`src/rtl/uart_rx_cfg.sv`:
```
// Parametrised oversampling UART receiver.
// Recovers frames of DATA_BITS data bits (LSB first), optional odd/even parity
// and one or two stop bits. Each frame is presented on a valid/ready port with
// per-frame error flags.
module uart_rx_cfg #(
   parameter int unsigned CLKS_PER_BIT = 868,
   parameter int unsigned DATA_BITS    = 8,
   parameter int unsigned PARITY       = 0,
   parameter int unsigned STOP_BITS    = 1
) (
   input  logic                 clk,
   input  logic                 rst,
   input  logic                 rx_in,
   output logic [DATA_BITS-1:0] data_out,
   output logic                 data_valid,
   input  logic                 data_ready,
   output logic                 rx_busy,
   output logic                 frame_err,
   output logic                 parity_err,
   output logic                 overrun_err
);

   localparam int unsigned CNT_W = $clog2(CLKS_PER_BIT);
   localparam int unsigned IDX_W = $clog2(DATA_BITS + 1);

   localparam logic [CNT_W-1:0] HALF_LAST = CNT_W'(CLKS_PER_BIT / 2 - 1);
   localparam logic [CNT_W-1:0] BIT_LAST  = CNT_W'(CLKS_PER_BIT - 1);
   localparam logic [IDX_W-1:0] DATA_LAST = IDX_W'(DATA_BITS - 1);
   localparam logic             STOP_LAST = 1'(STOP_BITS - 1);

   typedef enum logic [2:0] {
      S_IDLE,
      S_START,
      S_DATA,
      S_PARITY,
      S_STOP,
      S_DONE,
      S_BREAK
   } state_t;

   state_t               state;
   logic [CNT_W-1:0]     cnt;
   logic [IDX_W-1:0]     bit_idx;
   logic                 stop_idx;
   logic [DATA_BITS-1:0] shreg;
   logic                 ferr_acc;
   logic                 perr_acc;
   logic                 rx_meta;
   logic                 rx_s;

   // Two-flop synchroniser; the line idles high so both flops reset to 1.
   always_ff @(posedge clk or posedge rst) begin
      if (rst) begin
         rx_meta <= 1'b1;
         rx_s    <= 1'b1;
      end else begin
         rx_meta <= rx_in;
         rx_s    <= rx_meta;
      end
   end

   // Frame recovery FSM with output handshake; all outputs are registered here.
   always_ff @(posedge clk or posedge rst) begin
      if (rst) begin
         state       <= S_IDLE;
         cnt         <= '0;
         bit_idx     <= '0;
         stop_idx    <= 1'b0;
         shreg       <= '0;
         ferr_acc    <= 1'b0;
         perr_acc    <= 1'b0;
         data_out    <= '0;
         data_valid  <= 1'b0;
         frame_err   <= 1'b0;
         parity_err  <= 1'b0;
         overrun_err <= 1'b0;
         rx_busy     <= 1'b0;
      end else begin
         overrun_err <= 1'b0;
         if (data_valid && data_ready) begin
            data_valid <= 1'b0;
         end

         case (state)
            S_IDLE: begin
               if (!rx_s) begin
                  state   <= S_START;
                  cnt     <= '0;
                  rx_busy <= 1'b1;
               end
            end

            // Re-check the line half a bit after the falling edge to reject glitches.
            S_START: begin
               if (cnt == HALF_LAST) begin
                  cnt <= '0;
                  if (rx_s) begin
                     state   <= S_IDLE;
                     rx_busy <= 1'b0;
                  end else begin
                     state    <= S_DATA;
                     bit_idx  <= '0;
                     stop_idx <= 1'b0;
                     ferr_acc <= 1'b0;
                     perr_acc <= 1'b0;
                  end
               end else begin
                  cnt <= cnt + CNT_W'(1);
               end
            end

            // Mid-bit samples shift in from the top so the first bit ends at LSB.
            S_DATA: begin
               if (cnt == BIT_LAST) begin
                  cnt   <= '0;
                  shreg <= {rx_s, shreg[DATA_BITS-1:1]};
                  if (bit_idx == DATA_LAST) begin
                     state <= (PARITY != 0) ? S_PARITY : S_STOP;
                  end else begin
                     bit_idx <= bit_idx + IDX_W'(1);
                  end
               end else begin
                  cnt <= cnt + CNT_W'(1);
               end
            end

            // Odd parity expects an odd count of ones across data plus parity bit.
            S_PARITY: begin
               if (cnt == BIT_LAST) begin
                  cnt   <= '0;
                  state <= S_STOP;
                  if (PARITY == 1) begin
                     perr_acc <= ~(^shreg ^ rx_s);
                  end else begin
                     perr_acc <= ^shreg ^ rx_s;
                  end
               end else begin
                  cnt <= cnt + CNT_W'(1);
               end
            end

            // Any low stop sample marks the frame as a framing error.
            S_STOP: begin
               if (cnt == BIT_LAST) begin
                  cnt <= '0;
                  if (!rx_s) begin
                     ferr_acc <= 1'b1;
                  end
                  if (stop_idx == STOP_LAST) begin
                     state <= S_DONE;
                  end else begin
                     stop_idx <= 1'b1;
                  end
               end else begin
                  cnt <= cnt + CNT_W'(1);
               end
            end

            // Hand the frame over, or drop it if the previous word is still held.
            S_DONE: begin
               if (!data_valid || data_ready) begin
                  data_out   <= shreg;
                  frame_err  <= ferr_acc;
                  parity_err <= perr_acc;
                  data_valid <= 1'b1;
               end else begin
                  overrun_err <= 1'b1;
               end
               rx_busy <= 1'b0;
               state   <= rx_s ? S_IDLE : S_BREAK;
            end

            // A held-low line yields one frame only; wait for it to return high.
            S_BREAK: begin
               if (rx_s) begin
                  state <= S_IDLE;
               end
            end

            default: begin
               state   <= S_IDLE;
               rx_busy <= 1'b0;
            end
         endcase
      end
   end

endmodule

```
`config.mk`:
```
export PLATFORM = sky130hd
export DESIGN_NAME = uart_rx_cfg
export DESIGN_NICKNAME = d
export VERILOG_FILES = /design/src/rtl/uart_rx_cfg.sv
export SDC_FILE = /design/constraint.sdc
export NUM_CORES = 1
export LEC_CHECK = 0
export CORE_MARGIN = 8
export CORE_UTILIZATION = 50
export CTS_CLUSTER_DIAMETER = 200
export CTS_CLUSTER_SIZE = 10
export DETAILED_ROUTE_END_ITERATION = 7
export GPL_TIMING_DRIVEN = 0
export PLACE_DENSITY = 0.81
export SLEW_MARGIN = 20
export SYNTH_ARGS = -nofsm -noshare
export SYNTH_HDL_FRONTEND = slang
export SYNTH_SLANG_ARGS = --single-unit
```
`constraint.sdc`:
```
create_clock -name clk -period 4.2 [get_ports clk]
set_input_delay 1.26 -clock clk [delete_from_list [all_inputs] [get_ports clk]]
set_output_delay 1.26 -clock clk [all_outputs]
set_load 0.005 [all_outputs]
```
Yosys cells after proc, flatten, opt, wreduce, memory -nomap -nowiden
Index checks and enable logic that the tools add are counted.
{"block": "totals", "out_inout_bits": 13, "elab_cells": 98, "inputBits": 4, "ff_bits": 43}
{"block": "classes", "eq_ne": 21, "n_bitwise": 2, "n_reduce_logical": 20, "n_addsub": 2, "mux": 38}
{"op": "10-bit two-way mux", "n": 3}
{"op": "10-bit case mux with 3 select lines", "n": 1}
{"op": "3-bit two-way mux", "n": 9}
{"op": "2-bit inequality test, second input constant", "n": 12}
{"op": "3-bit case mux with 7 select lines", "n": 1}
{"op": "4-bit two-way mux", "n": 4}
{"op": "1-bit two-way mux", "n": 14}
{"op": "4-bit AND reduction", "n": 3}
{"op": "10-bit by 1-bit adder with 10-bit output, second input constant", "n": 1}
{"op": "10-bit equality test, second input constant", "n": 1}
{"op": "10-bit by 9-bit equality test with 1-bit output, second input constant", "n": 1}
{"op": "5-bit AND reduction", "n": 2}
{"op": "3-bit equality test, second input constant", "n": 3}
{"op": "4-bit case mux with 2 select lines", "n": 1}
{"op": "8-bit AND reduction", "n": 1}
{"op": "8-bit XOR reduction", "n": 1}
{"op": "3-bit by 2-bit equality test with 1-bit output, second input constant", "n": 2}
{"op": "1-bit case mux with 2 select lines", "n": 3}
{"op": "2-bit AND reduction", "n": 3}
{"op": "2-bit nonzero test", "n": 3}
{"op": "4-bit by 1-bit adder with 4-bit output, second input constant", "n": 1}
{"op": "4-bit by 3-bit equality test with 1-bit output, second input constant", "n": 1}
{"op": "4-bit OR reduction", "n": 1}
{"op": "3-bit by 1-bit equality test with 1-bit output, second input constant", "n": 1}
{"op": "other kinds (10)", "n": 10}

Depth between registers and ports, before layout
{"block": "depth", "ltp_word": 4, "depth_mapped": 8, "ltp_nobuf": 7}

Worst setup path after synthesis
Ideal clock, no wire load.
{"block": "synth_path", "path_kind": "input -> register", "from": "in data_ready", "to": "reg data_out[0]", "path_slack_ns": 1.884, "cell_stages": 4, "setup_time_ns": 0.125, "n_path_buf": 1, "arrival_ns": 2.191, "required_ns": 4.075, "path_cell_list": "nand2b_1 > nor2b_1 > clkbuf_1 > mux2_2"}
{"block": "synth_between", "elab_chain_cells": 2}
{"element": "from (decl)", "line_no": "16", "rtl": "input logic data_ready,"}
{"element": "1-bit logical OR", "line_no": "161", "rtl": "if (!data_valid || data_ready) begin"}
{"element": "2-bit AND reduction (no source line)"}
{"element": "to (signal assigned)", "line_no": "162", "rtl": "data_out <= shreg;"}
{"element": "to (decl)", "line_no": "14", "rtl": "output logic [DATA_BITS-1:0] data_out,"}
Every way passes these cells.
A chain may end at the register's enable or synchronous reset.

Worst setup path in the final report
{"block": "layout_path", "from": "in data_ready", "to": "reg data_out[4]"}
The elaborated chain is that of the path after synthesis.

==> impl_metrics.ini <==
[cts]
clk_pin_slew_ns = 0.08
post_cts_resized = 0
cts_buffer_depth = 2
hold_buffers = 0
cts_tree = built
insertion_delay_ns = 0.29
cts_root_buffer = clkbuf_8
clock-sinks = 42
numCtsBuffers = 5
htreeDepth = 2
post_cts_buffers = 0

[drt]
avgViaCountPerCell = 5.69
dr.pass1.iters = 4
final_antenna_net_count = 0
routedWlPerCell_um = 14.7
drtIter0Drc = 86
vias = 1600
drc = 0
routed_wl_um = 4130

[sta]
fin_worst_skew_ns = 0.00616
max_freq_mhz = 372
fin_setup_tns_ns = 0
hold_violations = 0
worstMarginPinSlew_ns = 0.684
rsz0062_at_grt = no
finalCriticalPeriod_ns = 2.69
min_period_over_period_pct = 64.0
timing.hold.ws_ns = 0.357
drv_slew = 0
slew-limit-headroom_pct = 54.0
setup_viol_count_final = 0

[die]
rows = 24
die_x_um = 81.8
core_um2 = 4260
start_util_pct = 50.8
die_h_um = 81.8
io_pins = 17
die_area_um2 = 6700

[synth]
synthArstFlopShare_pct = 100
synth-compound-area-share_pct = 10.5
synthSimpleGateAreaFrac_pct = 21.0
ys_seq_area_share_pct = 48.6
syn-instance-count = 204
synth_mux_area_share_pct = 10.3
synth_flop_cell = dfrtp_1
ys_warn_count = 0
syn-num-nets = 211
netlist.top_cell.by_area = dfrtp_1
synth_xor_area_share_pct = 4.85
synth_most_common_cell = dfrtp_1
synth.area.top_cells = dfrtp_1, mux2_2, nand2_1
synth_area_um2 = 2170
yosys.area_share.adder_pct = 1.73
synth-edff-count = 0
synth_area_per_cell_um2 = 10.6
ys_types = 49
synthTopCellsByCount = dfrtp_1, nand2_1, mux2_2
ys_seq_elements = 42
netlist.area_leader.share_pct = 46.2
synth_top_family_by_area = simple AND/OR/NAND/NOR gates

[pwr]
power_density_nw_per_um2 = 271
peakVddDrop_mv = 0.258
power.leakage_nw = 1.09

[critical_path]
crit_type = in2reg
start_kind = input port
end_kind = register
cp.arrival_ns = 2.87
cp_max_fo = 10
required_ns = 4.38

[cells_and_area]
syn2layout_area_growth_pct = 15.5
nets = 235
fill_cells = 368
diodes = 0
multiInputGateArea_um2 = 1050
instances_no_fill = 281
regArea_um2 = 1050
drive_gt1_share_pct = 19.2

[global_routing]
grt_overflow = 0
gr-max-usage-layer = met2
grt_use_total_pct = 13.7
grt_pass1_wl_um = 7230
grt_max_degree = 23
met3_usage_pct = 3.50
grt_pass1_vias = 1553
met1_usage_pct = 16.7
antenna_found_initial = 0
use_met2_pct = 22.8

[min_path]
hold_class = reg2reg

[outcome]
status = completed

[place]
port_buffers = 16
gp_congestion = 0.825
dp_hpwl_um = 2990
dp.cells = 273

[run]
cap_violations = 0
==> where the power goes <==
| group | switching [mW] | internal, mW | leakage, nW |
|---|---|---|---|
| clock network | 0.138 | 0.115 | 0.0450 |
| registers | 0.000209 | 0.406 | 0.560 |
| logic | 0.0116 | 0.00724 | 0.483 |
==> placed cells by master (no fill, tap or decap), types with 4 or more instances in the layout <==
| cell type | netlist | layout |
|---|---|---|
| a21oi_1 | 5 | 5 |
| and3_1 | 5 | 5 |
| clkbuf_1 | 5 | 6 |
| clkbuf_8 | 0 | 5 |
| clkdlybuf4s50_1 | 0 | 16 |
| dfrtp_1 | 40 | 40 |
| inv_1 | 7 | 6 |
| mux2_2 | 19 | 19 |
| nand2_1 | 24 | 24 |
| nand2b_1 | 6 | 6 |
| nand3_1 | 10 | 10 |
| nor2_1 | 8 | 8 |
| nor3_1 | 4 | 4 |
| o21ai_0 | 12 | 12 |
| xnor2_1 | 10 | 10 |
==> flip-flops by register name (all words and copies together), names as in the netlist, 3 cells and up <==
signal,flops
cnt,10
data_out,8
shreg,8
bit_idx,4
state,3
==> routing by layer <==
metal	wire length, µm	up-vias
met5	0	-
met4	77	0
met3	166	9
met2	2030	22
met1	1850	795
li1	-	774
==> cell families (layout without fill, tap and decap cells) <==
kind of cell | count (synthesis) | in the layout
AO/OA/AOI/OAI | 34 | 34
XOR/XNOR | 12 | 12
adder cells (fa/ha/maj) | 3 | 3
buffers and inverters | 15 | 40
flip-flops | 42 | 42
multiplexers | 20 | 20
AND/OR/NAND/NOR | 78 | 78
==> worst max-delay path, stage by stage <==
cell	delay, ns
clkdlybuf4s50_1	0.45
nand2b_1	0.13
nor2b_1	0.15
clkbuf_1	0.46
mux2_2	0.42
==> final timing paths <==
path / startpoint / cells after the start / slack (ns) / endpoint
max: data_ready / 5 / 1.51 / data_out[4]
min: rx_meta / 0 / 0.36 / rx_s
min in group asynchronous: rst / 2 / 1.31 / shreg[4]
max in group asynchronous: rst / 3 / 2.33 / rx_meta
max reg2reg: cnt[2] / 6 / 2.00 / bit_idx[3]
min reg2reg: rx_meta / 0 / 0.36 / rx_s
==> cell type report <==
cell class / instances / share of cell area (%)
clock buffers: 6 / 2.90
repair buffers: 17 / 7.50
well taps: 52 / 2.60
clock inverters: 2 / 0.400
plain buffers: 8 / 1.55
inverters: 7 / 1.05
multi-input cells: 147 / 41.9
flip-flops and latches: 42 / 42.1
==> through the flow <==
stage	worst slack [ns]	instance area [µm²]	power, mW	utilization [%]
2_1_floorplan	1.88	2170	0.424	-
3_3_place_gp	1.11	2390	0.430	56.1
3_5_place_dp	1.22	2420	0.433	56.7
4_1_cts	1.51	2500	0.680	58.7
5_1_grt	1.41	2500	0.700	58.7
6_report	1.51	2500	0.678	58.7
Note: power is estimated with default switching activity, not from simulation.
